[src/rtl/ram2_bus_ctrl_pkg.sv]
// rtl/ram2_bus_ctrl_pkg.sv - shared RAM2 pin polarities, words and controller state encoding
package ram2_bus_ctrl_pkg;

  typedef enum logic [1:0] {
    ST_IDLE     = 2'd0,
    ST_WR_SETUP = 2'd1,
    ST_WR_PULSE = 2'd2,
    ST_WR_HOLD  = 2'd3
  } ram2_state_e;

  localparam logic RamChipEnable    = 1'b0;
  localparam logic RamChipDisable   = 1'b1;
  localparam logic RamReadEnable    = 1'b0;
  localparam logic RamReadDisable   = 1'b1;
  localparam logic RamWriteEnable   = 1'b0;
  localparam logic RamWriteDisable  = 1'b1;

  localparam logic [15:0] NopInst  = 16'h0800;
  localparam logic [15:0] ZeroWord = 16'h0000;

  localparam int PulseCntW = 3;

endpackage

[src/rtl/ram2_wr_timer.sv]
// rtl/ram2_wr_timer.sv - write-pulse width counter with load, decrement and last flag
module ram2_wr_timer
  import ram2_bus_ctrl_pkg::*;
#(
  parameter int LOAD_VAL = 1
) (
  input  logic clk,
  input  logic rst,
  input  logic load,
  input  logic dec,
  output logic last
);

  logic [PulseCntW-1:0] cnt_q, cnt_d;

  always_comb begin
    cnt_d = cnt_q;
    if (load) begin
      cnt_d = PulseCntW'(LOAD_VAL);
    end else if (dec && (cnt_q != '0)) begin
      cnt_d = cnt_q - 1'b1;
    end
  end

  always_ff @(posedge clk) begin
    if (!rst) begin
      cnt_q <= '0;
    end else begin
      cnt_q <= cnt_d;
    end
  end

  assign last = (cnt_q == PulseCntW'(1));

endmodule

[src/rtl/ram2_bus_ctrl.sv]
// rtl/ram2_bus_ctrl.sv - IF/MEM arbiter and timing controller for the single-port RAM2 SRAM
module ram2_bus_ctrl
  import ram2_bus_ctrl_pkg::*;
#(
  parameter int          ADDR_W       = 18,
  parameter logic [15:0] NOP_INST     = NopInst,
  parameter int          WR_PULSE_CYC = 1
) (
  input  logic              clk,
  input  logic              rst,
  input  logic [15:0]       pc,
  input  logic              if_re,
  output logic [15:0]       inst,
  output logic              inst_valid,
  input  logic [15:0]       mem_addr_i,
  input  logic [15:0]       mem_data_i,
  input  logic              mem_re,
  input  logic              mem_we,
  output logic [15:0]       mem_data_o,
  output logic              mem_done,
  output logic              stall_req,
  output logic [ADDR_W-1:0] ram2_addr,
  output logic [15:0]       ram2_data_o,
  input  logic [15:0]       ram2_data_i,
  output logic              ram2_data_oe,
  output logic              ram2_en_n,
  output logic              ram2_oe_n,
  output logic              ram2_we_n
);

  ram2_state_e state_q, state_d;
  logic [15:0] addr_q, addr_d;
  logic [15:0] wdata_q, wdata_d;
  logic [15:0] inst_q, inst_d;
  logic        inst_valid_q, inst_valid_d;
  logic [15:0] mem_data_q, mem_data_d;
  logic        mem_done_q, mem_done_d;
  logic        wr_last;
  logic        wr_req, rd_req;

  // The cycle after mem_done the MEM request may still be high; it must not start a second access.
  assign wr_req = mem_we && !mem_done_q;
  assign rd_req = mem_re && !mem_we && !mem_done_q;

  ram2_wr_timer #(
    .LOAD_VAL(WR_PULSE_CYC)
  ) u_wr_timer (
    .clk (clk),
    .rst (rst),
    .load(state_q == ST_WR_SETUP),
    .dec (state_q == ST_WR_PULSE),
    .last(wr_last)
  );

  always_ff @(posedge clk) begin
    if (!rst) begin
      state_q      <= ST_IDLE;
      addr_q       <= ZeroWord;
      wdata_q      <= ZeroWord;
      inst_q       <= NOP_INST;
      inst_valid_q <= 1'b0;
      mem_data_q   <= ZeroWord;
      mem_done_q   <= 1'b0;
    end else begin
      state_q      <= state_d;
      addr_q       <= addr_d;
      wdata_q      <= wdata_d;
      inst_q       <= inst_d;
      inst_valid_q <= inst_valid_d;
      mem_data_q   <= mem_data_d;
      mem_done_q   <= mem_done_d;
    end
  end

  always_comb begin
    state_d      = state_q;
    addr_d       = addr_q;
    wdata_d      = wdata_q;
    inst_d       = inst_q;
    inst_valid_d = 1'b0;
    mem_data_d   = mem_data_q;
    mem_done_d   = 1'b0;
    case (state_q)
      ST_IDLE: begin
        if (wr_req) begin
          state_d = ST_WR_SETUP;
          addr_d  = mem_addr_i;
          wdata_d = mem_data_i;
          inst_d  = NOP_INST;
        end else if (rd_req) begin
          mem_data_d = ram2_data_i;
          mem_done_d = 1'b1;
          inst_d     = NOP_INST;
        end else if (if_re) begin
          inst_d       = ram2_data_i;
          inst_valid_d = 1'b1;
        end
      end
      ST_WR_SETUP: begin
        state_d = ST_WR_PULSE;
        inst_d  = NOP_INST;
      end
      ST_WR_PULSE: begin
        if (wr_last) state_d = ST_WR_HOLD;
        inst_d = NOP_INST;
      end
      default: begin
        state_d    = ST_IDLE;
        mem_done_d = 1'b1;
        inst_d     = NOP_INST;
      end
    endcase
  end

  always_comb begin
    ram2_addr    = '0;
    ram2_data_o  = ZeroWord;
    ram2_data_oe = 1'b0;
    ram2_en_n    = RamChipDisable;
    ram2_oe_n    = RamReadDisable;
    ram2_we_n    = RamWriteDisable;
    stall_req    = 1'b0;
    if (state_q == ST_IDLE) begin
      if (wr_req) begin
        stall_req = 1'b1;
      end else if (rd_req) begin
        ram2_addr = {{(ADDR_W-16){1'b0}}, mem_addr_i};
        ram2_en_n = RamChipEnable;
        ram2_oe_n = RamReadEnable;
        stall_req = 1'b1;
      end else if (if_re) begin
        ram2_addr = {{(ADDR_W-16){1'b0}}, pc};
        ram2_en_n = RamChipEnable;
        ram2_oe_n = RamReadEnable;
      end
    end else begin
      ram2_addr    = {{(ADDR_W-16){1'b0}}, addr_q};
      ram2_data_o  = wdata_q;
      ram2_data_oe = 1'b1;
      ram2_en_n    = RamChipEnable;
      ram2_we_n    = (state_q == ST_WR_PULSE) ? RamWriteEnable : RamWriteDisable;
      stall_req    = 1'b1;
    end
  end

  assign inst       = inst_q;
  assign inst_valid = inst_valid_q;
  assign mem_data_o = mem_data_q;
  assign mem_done   = mem_done_q;

endmodule

[config.mk]
export PLATFORM = sky130hd
export DESIGN_NAME = ram2_bus_ctrl
export DESIGN_NICKNAME = d
export VERILOG_FILES = /design/src/rtl/ram2_bus_ctrl_pkg.sv /design/src/rtl/ram2_wr_timer.sv /design/src/rtl/ram2_bus_ctrl.sv
export SDC_FILE = /design/constraint.sdc
export NUM_CORES = 1
export LEC_CHECK = 0
export ABC_AREA = 1
export ABC_CLOCK_PERIOD_IN_PS = 4460
export CAP_MARGIN = 20
export CORE_ASPECT_RATIO = 1.4
export CORE_MARGIN = 2
export CORE_UTILIZATION = 46
export CTS_CLUSTER_SIZE = 28
export DETAILED_ROUTE_END_ITERATION = 7
export PLACE_DENSITY = 0.86
export SYNTH_ARGS = -nofsm -noshare
export SYNTH_HDL_FRONTEND = slang
export SYNTH_SLANG_ARGS = --single-unit
export TNS_END_PERCENT = 10
[constraint.sdc]
create_clock -name clk -period 4.46 [get_ports clk]
set_clock_uncertainty 0.2 [all_clocks]
set_input_delay 0.892 -clock clk [delete_from_list [all_inputs] [get_ports clk]]
set_output_delay 0.892 -clock clk [all_outputs]
set_load 0.01 [all_outputs]
==> reports/metrics.csv, run 1 <==
metric,value,unit
dpl cells,696,
DR vias,3495,
worst hold path startpoint,wdata_q[6],
GP Congestion,0.730,
fill cell count,583,
Post-route DRC,0,
fin nets,686,
Core ar.,7220,sq um
Resized Gates After CTS,0,
pwr dens,529,nW/um^2
ant diodes,0,
"Seq/Total Area, Yosys",42.0,%
endpoints failing hold,0,
Int Pwr,1.69,mW
part of the power in combinational logic,44.9,%
clk sink count,71,
Worst Hold End,wdata_q[6],
CTS Buf Count,9,
Synth warnings,0,
most frequent cells in the layout,"clkdlybuf4s50_1 (138), nand2_1 (112), dfxtp_1 (71)",
vias in the first global route,3317,
setup bufs post-CTS,0,
initial core utilization,46.8,%
Total GRT Usage,22.6,%
"Slew Viols, Final",0,
Synth area leaders,"dfxtp_1 (42%), nand2_1 (12%), nand3_1 (7.7%)",
WS Path Type,input port to output port,
Slew HR,44.5,%
Cells after Synth,485,
GRT overflow,0,
Ports,142,
Pwr Total,2.66,mW
global-route wire length before repair,14800,um
die height,105,um
Worst R2R Start,state_q[0],
"Design Area, Final",5020,sq um
area grow syn2layout,48.3,%
initial DRC count,199,
dpl ws,0.329,ns
Hold/Removal Path Class,register to register,
reg2reg setup slack,1.87,ns
Peak VDD IR,0.298,mV
"Clk Latency, worst-skew pair",0.34,ns
Final Core Density,69.5,%
final setup margin,0.305,ns
worst-path maximum fanout,17,
status,completed,
Mapped Area,3380,sq um
DRT antenna net count,0,
"most common cell after layout, fill and taps aside",clkdlybuf4s50_1,
Min Hold Slack,0.254,ns
share of the synthesized area in the top cell type,42.0,%
FMAX,0.241,GHz
setup_tns,0,ns
RSZ-0062 raised after global routing,no,
Root Buffer,clkbuf_8,
DIE AREA,8070,sq um
Hold Buf Count CTS,0,
Vias/cell,4.91,
Pleak,2.21,nW
crit path DAT,3.06,ns
length in cells of the worst reg-to-reg path,7,
Reg-to-Reg End,wdata_q[9],
worst-margin pin slew,0.829,ns
Die X,76.5,um
Clock power frac,23.9,%
CTS tree,yes,
"FF+latch count, synth",71,
Yosys top cell by area,dfxtp_1,
per-cell routed wire length,12.7,um
Switch Pwr,970,uW
Seq pwr share,31.1,%
Post-Syn Area per Cell,6.98,sq um
share of post-route cells with drive strength above 1,5.53,%
crit end category,output port,
largest net degree at the start of global routing,38,
Worst Path Required,3.37,ns
Sw Ratio,36.5,%
drt total wl,9010,um
Detailed Routing Iterations Pass 1,5,
port bufs,139,
H-Tree Depth,3,
Max clock buf depth,2,
period utilization,93.2,%
FP Rows,37,
Netlist cell types,28,
area post-placement,4760,sq um
antenna violations before repair,0,
max-cap viol count,0,
hpwl dp,6700,um
"Clk pin slew, worst setup/hold paths",0.07,ns
Hold Crit Depth,2,
fin crit period,4.16,ns
startpoint type of the worst setup path,input port,
"non-filler cells, final",712,
Setup-failing EPs final,0,
[cells by family after synthesis]
kind of cell | Yosys count | share of synthesized area (%)
AOI/OAI and AO/OA | 56 | 8.47
adders and majority gates | 7 | 2.59
buffers and inverters | 96 | 12.3
DFF | 71 | 42.0
muxes | 15 | 4.44
other | 1 | 0.111
and+or+nand+nor | 239 | 30.1
[power groups by stage]
stage               clock network (mW)  registers (mW)  logic [mW]
floorplan                            0           0.852       0.707
global placement                     0           0.836        1.17
detailed placement                   0           0.841        1.20
CTS                              0.647           0.827        1.21
global route                     0.673           0.840        1.32
finish                           0.636           0.827        1.19
[synthesized netlist by cell type, drive strengths merged]
library cell and n:
mux2i 15, o21ai 17, nand4 2, a31oi 1, nand2 115, o21bai 1, dfxtp 71, ha 7
nand3 53, conb 1, nor2 68, clkinv 1, a211oi 1, nor3 1, a21oi 36, clkbuf 6
inv 64, buf 25
[cell type report]
class | count | area [sq um] | share of cell area, %
clock buffers | 11 | 151 | 3.02
well taps | 97 | 121 | 2.42
repair buffers | 144 | 1420 | 28.4
clock inverters | 5 | 104 | 2.07
multi-input cells | 319 | 1550 | 30.9
inverters | 65 | 244 | 4.86
flip-flops and latches | 71 | 1420 | 28.3
[routing by layer]
metal | routed length, um | global-route usage, %
met4 | 167 | 9.74
met2 | 4630 | 42.4
met5 | 0 | 0
met1 | 3490 | 23.3
met3 | 718 | 6.34
[how the worst max path moves through the flow]
stage	from	to	slack, ns	cells after the start
floorplan	if_re	ram2_en_n	1.77	3
global placement	mem_we	ram2_addr[12]	0.40	6
detailed placement	mem_we	ram2_addr[8]	0.33	6
CTS	mem_we	ram2_addr[8]	0.31	6
global route	mem_we	ram2_addr[8]	0.19	6
finish	mem_we	ram2_addr[8]	0.30	6
[critical path: stages]
cell and delay [ns]:
clkdlybuf4s50_1 0.53, nor2_2 0.63, buf_4 0.28, nand3_1 0.08
nand3_1 0.11, clkdlybuf4s50_1 0.53
[sequential cells by signal (all words and copies together), names as in the netlist]
register          count
addr_q               16
inst                 16
mem_data_o           16
wdata_q              16
u_wr_timer.cnt_q      3
state_q               2
inst_valid            1
mem_done              1
Note: power is estimated with default switching activity, not from simulation.
==> run 2, diff against run 1 <==
--- a/config.mk
+++ b/config.mk
@@ -9,12 +9,13 @@
 export ABC_CLOCK_PERIOD_IN_PS = 4460
 export CAP_MARGIN = 20
 export CORE_ASPECT_RATIO = 1.4
-export CORE_MARGIN = 2
+export CORE_MARGIN = 8
 export CORE_UTILIZATION = 46
 export CTS_CLUSTER_SIZE = 28
 export DETAILED_ROUTE_END_ITERATION = 7
-export PLACE_DENSITY = 0.86
+export PLACE_DENSITY = 0.85
 export SYNTH_ARGS = -nofsm -noshare
 export SYNTH_HDL_FRONTEND = slang
+export SYNTH_HIERARCHICAL = 1
 export SYNTH_SLANG_ARGS = --single-unit
 export TNS_END_PERCENT = 10
==> run 2 against run 1 <==
Core utilization grew 0.26 points. Count of clock-buffer cells in the layout decreased by 1. Critical path type unchanged. Sequential share of layout area shrank 0.29 points. Synthesized area rose by 0.96%. Sequential power down 1%. Non-clock buffer count rose by 1. Hold slack better by 0.0095 ns. Final cell count increased by 2.9%. Combinational power barely moved. Global-route usage decreased by 3.4 points.
==> reports/metrics.csv, run 2 <==
metric,value,unit
global-route wire length before repair,16400,um
vias in the first global route,3552,
WS Path Type,input port to output port,
share of post-route cells with drive strength above 1,5.35,%
M3 GR Usage,8.11,%
GP Congestion,0.784,
Netlist cell types,22,
startpoint type of the worst setup path,input port,
status,completed,
grt met2 use,33.9,%
DR vias,3537,
"Seq/Total Area, Yosys",41.6,%
largest family of logic cells by synthesized area,simple AND/OR/NAND/NOR gates,
"Clk pin slew, worst setup/hold paths",0.07,ns
worst-path maximum fanout,18,
Compound-Gate Fraction of Synth Area,5.75,%
most used flip-flop cell after synthesis,dfxtp_1,
crit path DAT,2.76,ns
Root Buffer,clkbuf_8,
worst-margin pin slew,1.04,ns
top-count cell post-synth,nand2_1,
global route hottest layer,met2,
worst hold path startpoint,addr_q[15],
pwr dens,507,nW/um^2
per-cell routed wire length,14.0,um
period utilization,86.3,%
Synth Area in XOR/XNOR,0,%
clk sink count,71,
GRT met1 Usage,19.5,%
"most common cell after layout, fill and taps aside",nand2_1,
RSZ-0062 raised after global routing,no,
Yosys top cell by area,dfxtp_1,
largest net degree at the start of global routing,42,
max-cap viol count,0,
Post-route DRC,0,
Synth area leaders,"dfxtp_1 (42%), nand2_1 (16%), nor2_1 (7.6%)",
drt total wl,10200,um
DIE AREA,10500,sq um
Hold Crit Depth,2,
initial core utilization,47.0,%
FMAX,0.260,GHz
most frequent cells in the layout,"nand2_1 (142), clkdlybuf4s50_1 (139), dfxtp_1 (71)",
Peak VDD IR,0.324,mV
Hold Buf Count CTS,0,
H-Tree Depth,3,
CTS tree,yes,
Setup-failing EPs final,0,
Reg-to-Reg End,wdata_q[8],
Synth Area in Adders,2.56,%
Core ar.,7270,sq um
Resized Gates After CTS,0,
crit end category,output port,
reg2reg setup slack,2.20,ns
DRT antenna net count,0,
Post-synth top cells,"nand2_1 (142), dfxtp_1 (71), nor2_1 (69)",
Hold/Removal Path Class,register to register,
port bufs,139,
FP Rows,37,
initial DRC count,136,
Pleak,2.21,nW
number of synthesized flops with an enable pin,0,
Mapped Area,3420,sq um
Post-Syn Area per Cell,6.76,sq um
Cells after Synth,505,
length in cells of the worst reg-to-reg path,7,
hpwl dp,7650,um
Max clock buf depth,2,
Total GRT Usage,19.3,%
Detailed Routing Iterations Pass 1,4,
Ports,142,
fin nets,707,
die height,118,um
CTS Buf Count,9,
Synth Area in Simple Gates,33.6,%
Final Core Density,69.7,%
Vias/cell,4.83,
"Clk Latency, worst-skew pair",0.33,ns
asr flop ratio synth,0,%
setup bufs post-CTS,0,
area grow syn2layout,48.4,%
mux contribution to synthesized area,4.40,%
Worst Path Required,3.37,ns
Slew HR,30.6,%
"FF+latch count, synth",71,
ant diodes,0,
setup_tns,0,ns
share of the synthesized area in the top cell type,41.6,%
Worst Hold End,addr_q[15],
endpoints failing hold,0,
GRT overflow,0,
Synth warnings,6,
Worst R2R Start,state_q[0],
fin crit period,3.85,ns
"Slew Viols, Final",0,
Die X,88.8,um
antenna violations before repair,0,
## run 2: changes by cell type in the layout (fill, tap and decap cells not counted), moves of 2 or more
| cell | change |
|---|---|
| nand2_2 | +2 |
| inv_1 | +3 |
| o21ai_0 | -14 |
| clkbuf_8 | -2 |
| nor2_1 | +3 |
| o21ai_1 | -2 |
| nand2_1 | +30 |
## run 2: cell type report
cell class              instances  area [sq um]
clock inverters                 6          93.8
multi-input cells             337          1600
clock buffers                  10           128
flip-flops and latches         71          1420
inverters                      67           251
repair buffers                145          1460
fillers                       625          2200
well taps                      97           121
## run 2: worst max-delay path, cell delays in order
cell             delay (ns)
clkdlybuf4s50_1        0.92
nand2_1                0.13
nor2_1                 0.13
nand2_1                0.06
nand3_1                0.07
clkdlybuf4s50_1        0.55
## run 2: worst max-delay path by stage
stage	from	to	slack, ns	cells past startpoint
final	if_re	ram2_addr[0]	0.61	6
after global placement	if_re	ram2_addr[0]	0.68	6
after CTS	if_re	ram2_addr[0]	0.61	6
after detailed placement	if_re	ram2_addr[0]	0.60	6
after floorplan	if_re	ram2_addr[1]	1.77	6
after global routing	if_re	ram2_addr[0]	0.45	6
## run 2: routing by layer
metal	routed length, um	vias up
met5	0	-
li1	-	1796
met3	1030	12
met2	5270	123
met4	145	0
met1	3790	1606
## run 2: cells by family after synthesis
group,count (synthesis)
simple gates,274
buf+inv,98
flops,71
compound gates,39
mux,15
fa+ha+maj,7
other cells,1
## run 2: through the flow
stage | cell area (sq um) | worst slack (ns) | power [mW] | hold WS, ns | cells
4_1_cts | 5040 | 0.606 | 2.57 | 0.264 | 732
5_1_grt | 5070 | 0.451 | 2.74 | 0.279 | 733
6_report | 5070 | 0.611 | 2.57 | 0.263 | 733
3_5_place_dp | 4820 | 0.604 | 2.00 | 0.252 | 716
3_3_place_gp | 4820 | 0.680 | 1.95 | 0.247 | 716
2_1_floorplan | 3420 | 1.77 | 1.51 | 0.236 | 506
## run 2: power breakdown
part           internal [mW]  total (mW)  switching [mW]
Combinational          0.516        1.18           0.667
Sequential             0.751       0.815          0.0639
Clock                  0.319       0.570           0.251
Total                   1.59        2.57           0.981
==> run 3, diff against run 2 <==
--- a/config.mk
+++ b/config.mk
@@ -13,6 +13,7 @@
 export CORE_UTILIZATION = 46
 export CTS_CLUSTER_SIZE = 28
 export DETAILED_ROUTE_END_ITERATION = 7
+export GPL_ROUTABILITY_DRIVEN = 0
 export PLACE_DENSITY = 0.85
 export SYNTH_ARGS = -nofsm -noshare
 export SYNTH_HDL_FRONTEND = slang
==> results of run 3 <==
Same layout as run 2: the final DEF is identical, and so are final timing and power.
